==> src/rtl/mem_access_rmw.sv <==
// MEM-stage data-memory access: single-cycle word stores, two-cycle read-modify-write for
// sb/sh, and load return with lane alignment and sign/zero extension.
module mem_access_rmw #(
    parameter int unsigned RAM_AW = 10
) (
    input  logic              clk,
    input  logic              reset_n,
    input  logic              ex_mem_memRead,
    input  logic              ex_mem_memWrite,
    input  logic [1:0]        ex_mem_maskMode,
    input  logic              ex_mem_sext,
    input  logic [31:0]       ex_mem_addr,
    input  logic [31:0]       ex_mem_wdata,
    output logic [RAM_AW-1:0] ram_addr,
    output logic              ram_re,
    output logic              ram_we,
    output logic [31:0]       ram_wdata,
    input  logic [31:0]       ram_rdata,
    output logic              mem_busy,
    output logic              ld_valid,
    output logic [31:0]       mem_rdata,
    output logic              misalign
);

    typedef enum logic [0:0] {StIdle, StMerge} state_e;

    state_e            r_state;
    logic [RAM_AW-1:0] r_st_addr;
    logic [1:0]        r_st_off;
    logic              r_st_half;
    logic [15:0]       r_st_data;
    logic              r_ld_valid;
    logic [1:0]        r_ld_off;
    logic [1:0]        r_ld_mode;
    logic              r_ld_sext;
    logic              r_misalign;

    logic              w_req;
    logic              w_store;
    logic              w_sub_word;
    logic              w_misal;
    logic [RAM_AW-1:0] w_word_addr;
    logic [31:0]       w_merged;
    logic [7:0]        w_ld_byte;
    logic [15:0]       w_ld_half;
    logic              w_unused_addr;

    assign w_unused_addr = ^ex_mem_addr[31:RAM_AW+2];

    assign w_req       = ex_mem_memRead | ex_mem_memWrite;
    assign w_store     = ex_mem_memWrite;
    assign w_sub_word  = ~ex_mem_maskMode[1];
    assign w_word_addr = ex_mem_addr[RAM_AW+1:2];

    // Mode 3 is reserved and handled exactly like a word access.
    always_comb begin
        w_misal = 1'b0;
        unique case (ex_mem_maskMode)
            2'd0:    w_misal = 1'b0;
            2'd1:    w_misal = ex_mem_addr[0];
            default: w_misal = (ex_mem_addr[1:0] != 2'b00);
        endcase
    end

    always_comb begin
        w_merged = ram_rdata;
        if (r_st_half) begin
            if (r_st_off[1]) begin
                w_merged[31:16] = r_st_data;
            end else begin
                w_merged[15:0] = r_st_data;
            end
        end else begin
            unique case (r_st_off)
                2'd0: w_merged[7:0]   = r_st_data[7:0];
                2'd1: w_merged[15:8]  = r_st_data[7:0];
                2'd2: w_merged[23:16] = r_st_data[7:0];
                2'd3: w_merged[31:24] = r_st_data[7:0];
                default: w_merged = ram_rdata;
            endcase
        end
    end

    // RAM strobes are gated by reset_n so nothing reaches the RAM while reset is held.
    always_comb begin
        ram_addr  = w_word_addr;
        ram_wdata = ex_mem_wdata;
        ram_re    = 1'b0;
        ram_we    = 1'b0;
        mem_busy  = 1'b0;
        if (r_state == StMerge) begin
            ram_addr  = r_st_addr;
            ram_wdata = w_merged;
            ram_we    = reset_n;
            mem_busy  = reset_n;
        end else if (reset_n && w_req && !w_misal) begin
            if (w_store) begin
                if (w_sub_word) begin
                    ram_re   = 1'b1;
                    mem_busy = 1'b1;
                end else begin
                    ram_we = 1'b1;
                end
            end else begin
                ram_re = 1'b1;
            end
        end
    end

    always_ff @(posedge clk) begin
        if (!reset_n) begin
            r_state    <= StIdle;
            r_st_addr  <= '0;
            r_st_off   <= 2'b00;
            r_st_half  <= 1'b0;
            r_st_data  <= 16'h0;
            r_ld_valid <= 1'b0;
            r_ld_off   <= 2'b00;
            r_ld_mode  <= 2'b00;
            r_ld_sext  <= 1'b0;
            r_misalign <= 1'b0;
        end else begin
            r_ld_valid <= 1'b0;
            r_misalign <= 1'b0;
            unique case (r_state)
                StIdle: begin
                    if (w_req) begin
                        if (w_misal) begin
                            r_misalign <= 1'b1;
                        end else if (w_store) begin
                            if (w_sub_word) begin
                                r_st_addr <= w_word_addr;
                                r_st_off  <= ex_mem_addr[1:0];
                                r_st_half <= ex_mem_maskMode[0];
                                r_st_data <= ex_mem_wdata[15:0];
                                r_state   <= StMerge;
                            end
                        end else begin
                            r_ld_valid <= 1'b1;
                            r_ld_off   <= ex_mem_addr[1:0];
                            r_ld_mode  <= ex_mem_maskMode;
                            r_ld_sext  <= ex_mem_sext;
                        end
                    end
                end
                StMerge: r_state <= StIdle;
                default: r_state <= StIdle;
            endcase
        end
    end

    // Extraction uses only the latched load fields, so a store issued the next cycle is harmless.
    always_comb begin
        unique case (r_ld_off)
            2'd0:    w_ld_byte = ram_rdata[7:0];
            2'd1:    w_ld_byte = ram_rdata[15:8];
            2'd2:    w_ld_byte = ram_rdata[23:16];
            2'd3:    w_ld_byte = ram_rdata[31:24];
            default: w_ld_byte = ram_rdata[7:0];
        endcase
        w_ld_half = r_ld_off[1] ? ram_rdata[31:16] : ram_rdata[15:0];
    end

    always_comb begin
        mem_rdata = 32'h0;
        if (r_ld_valid) begin
            unique case (r_ld_mode)
                2'd0:    mem_rdata = {{24{r_ld_sext & w_ld_byte[7]}}, w_ld_byte};
                2'd1:    mem_rdata = {{16{r_ld_sext & w_ld_half[15]}}, w_ld_half};
                default: mem_rdata = ram_rdata;
            endcase
        end
    end

    assign ld_valid = r_ld_valid;
    assign misalign = r_misalign;

endmodule

==> config.mk <==
export PLATFORM = sky130hd
export DESIGN_NAME = mem_access_rmw
export DESIGN_NICKNAME = d
export VERILOG_FILES = /design/src/rtl/mem_access_rmw.sv
export SDC_FILE = /design/constraint.sdc
export NUM_CORES = 1
export LEC_CHECK = 0
export ABC_AREA = 1
export CAP_MARGIN = 40
export CORE_MARGIN = 1.5
export CORE_UTILIZATION = 29
export DETAILED_ROUTE_END_ITERATION = 6
export PLACE_DENSITY = 0.73
export SLEW_MARGIN = 20
export SYNTH_ARGS = -nofsm -noshare
export SYNTH_HDL_FRONTEND = slang
export SYNTH_SLANG_ARGS = --single-unit
==> constraint.sdc <==
create_clock -name clk -period 1.3 [get_ports clk]
set_input_delay 0.195 -clock clk [delete_from_list [all_inputs] [get_ports clk]]
set_output_delay 0.195 -clock clk [all_outputs]
set_load 0.005 [all_outputs]
==> qor.yml <==
min_path:
  hold_class: "input pin to flip-flop"
placement:
  placed_area_um2: 6210
  portBuffers: 161
  globalplace.congestion: 0.886
  dpl.hpwl_um: 11500
  pre_cts_ws_ns: -0.998
worst_setup_path:
  crit_fanout: 4
  cp-end-kind: "primary output"
  critPathLaunchType: "flip-flop"
  critical_path_class: "flip-flop to primary output"
  slowest_stage: "dfxtp_4"
  critPathRequiredTime_ns: 1.11
  crit_arrival_ns: 1.78
  cpPeakStageDelay_ns: 0.37
  path_cells: "buf_6 > buf_6 > buf_12 > buf_6 > nand2_4 > o211ai_1 > o21ai_1 > a21oi_1 > buf_2"
  crit_top_cell: "buf_6"
sta:
  rsz0062_at_grt: "yes"
  period_needed_ns: 1.98
  fin_crit_sh_pct: 152
  finClkSkew_ns: 0.00631
  setup_tns_ns: -42.13
  setup_violations: 109
  max_freq_mhz: 506
  worstMarginPinSlew_ns: 0.465
  relSlewSlack_pct: 69.0
  final_max_slew_viol_count: 0
  setup_slack_ns: -0.675
  hold_viol: 0
job:
  cap_violations: 0
drt:
  drc: 0
  wl_um: 20100
  vias: 5948
  first_pass_iters: 6
  drtIter0Drc: 624
  detail-route-antenna-nets: 0
  via_per_inst: 5.48
  wire_per_inst_um: 18.5
cts:
  hold_buffers: 0
  cts_buffers: 5
  clockRootBuffer: "clkbuf_16"
  max-clock-path-buffers: 2
  cts_num_sinks: 37
  h-tree-depth: 2
  clock_latency_ns: 0.29
  clk_transition_reported_paths_ns: 0.06
  tritoncts: "built"
floorplanning:
  fp.dieW_um: 114
  num_io_pins: 182
  coreArea_um2: 12000
  initial_core_util_pct: 29.8
  die_h_um: 114
  die_area_um2: 13000
  row_count: 40
layout:
  design_area_um2: 7820
  nets: 1041
  areaGrowthSynthToFinish_pct: 118
  layout-drive-gt1-share_pct: 49.2
  nFillCells: 942
  seqCellArea_um2: 768
  multi_input_area_um2: 3080
  n_antenna_cell: 0
yosys:
  syn_area_um2: 3580
  ys_seq_area_share_pct: 20.7
  synth_fp_nets: 726
  synth_warnings: 0
  synthDistinctLibCells: 29
  netlist_instances: 623
  synth.avg_cell_area_um2: 5.75
  ys_ff_latch: 37
power_and_ir_drop:
  power_uw: 5160
  cellPowerDensity_nw_per_um2: 661
  cellLeakagePower_uw: 0.00361
  vdd_drop_max_mv: 0.636
global_route:
  antenna_found_initial: 0
  gr-total-overflow: 0
  grt_max_degree: 38
  grt_first_pass_wirelength_um: 29900
  grt_use_total_pct: 28.9
  grt_pass1_vias: 5775
status:
  status: "finished, violations left"
  violations: "setup timing"
[synthesized netlist by cell type (all sizes together)]
| cell | n | area share [%] |
|---|---|---|
| o221ai | 2 | 0.49 |
| inv | 76 | 8.0 |
| o22ai | 3 | 0.52 |
| clkinv | 1 | 0.10 |
| o211ai | 18 | 3.8 |
| o21ai | 115 | 17 |
| clkbuf | 29 | 3.0 |
| nand2 | 94 | 10 |
| o21bai | 1 | 0.21 |
| nor3 | 1 | 0.45 |
| nand3 | 19 | 2.8 |
| a31oi | 32 | 5.6 |
| buf | 17 | 3.4 |
| nor2 | 91 | 11 |
| a21oi | 87 | 13 |
| dfxtp | 37 | 21 |
[worst max-delay path, delay by kind of cell, from the launching register on]
kind / cells / cell delay (ns)
buffers and inverters: 5 / 0.56
AO/OA/AOI/OAI: 3 / 0.50
flip-flops: 1 / 0.37
AND/OR/NAND/NOR: 1 / 0.06
[area by class of cell]
cell class              count  share of cell area [%]
repair buffers            350                    41.5
clock inverters             1                   0.384
inverters                  77                    4.19
flip-flops and latches     37                    9.83
multi-input cells         464                    39.4
repair inverters            3                   0.528
clock buffers               7                    1.83
well taps                 147                    2.35
[through the flow]
stage / hold slack, ns / cells / utilization [%]
2_1_floorplan: 0.267 / 623 / -
3_3_place_gp: 0.466 / 1005 / 51.7
3_5_place_dp: 0.486 / 1005 / 51.7
4_1_cts: 0.333 / 1087 / 62.6
5_1_grt: 0.413 / 1086 / 65.1
6_report: 0.368 / 1086 / 65.1
[final timing paths]
path / to / start / cells after the start / slack (ns)
hold reg to reg: r_st_addr[4] / r_st_addr[4] / 2 / 0.52
setup / recovery: mem_rdata[6] / r_ld_off[1] / 9 / -0.68
setup reg to reg: r_st_data[9] / r_state / 10 / -0.26
hold / removal: r_st_half / ex_mem_maskMode[0] / 4 / 0.37
[cell usage in the layout, fill, tap and decap left out, drive strengths merged, types with 7 or more instances in the layout]
| cell type | Yosys | final |
|---|---|---|
| buf | 17 | 266 |
| o21ai | 115 | 115 |
| nand2 | 94 | 95 |
| nor2 | 91 | 91 |
| a21oi | 87 | 87 |
| inv | 76 | 79 |
| clkdlybuf4s50 | 0 | 71 |
| dfxtp | 37 | 37 |
| a31oi | 32 | 32 |
| nand3 | 19 | 19 |
| o211ai | 18 | 18 |
| clkbuf | 29 | 9 |
| dlygate4sd2 | 0 | 7 |
[registers in the layout, summed over array words and instances (netlist names)]
register / cells
r_ld_mode: 2
r_st_data: 16
r_st_half: 1
ld_valid: 1
r_state: 1
r_st_off: 2
r_ld_sext: 1
misalign: 1
r_ld_off: 2
r_st_addr: 10
[cell families after synthesis]
group	share of synthesized area, %
AND/OR/NAND/NOR	24.0
buffers and inverters	14.6
AO/OA/AOI/OAI	40.8
flip-flops	20.7
[timing repair]
action	in CTS	in global routing
pin swaps	85	91
setup endpoints to repair	112	112
resized for setup	564	112
cloned	17	0
buffers inserted	61	14
[power breakdown]
part	total, uW	switching (uW)	internal, uW
clock	1490	528	961
sequential	1260	68.7	1200
combinational	2410	1200	1210
[routing by layer]
| layer | wire length [um] | track usage, % | share of wire (%) |
|---|---|---|---|
| met1 | 7680 | 35.7 | 38 |
| met2 | 9400 | 48.6 | 47 |
| met3 | 1920 | 5.40 | 9.5 |
| met4 | 1140 | 13.9 | 5.7 |
| met5 | 0 | 0 | 0 |
No activity file was read; power rests on OpenSTA's default activity.
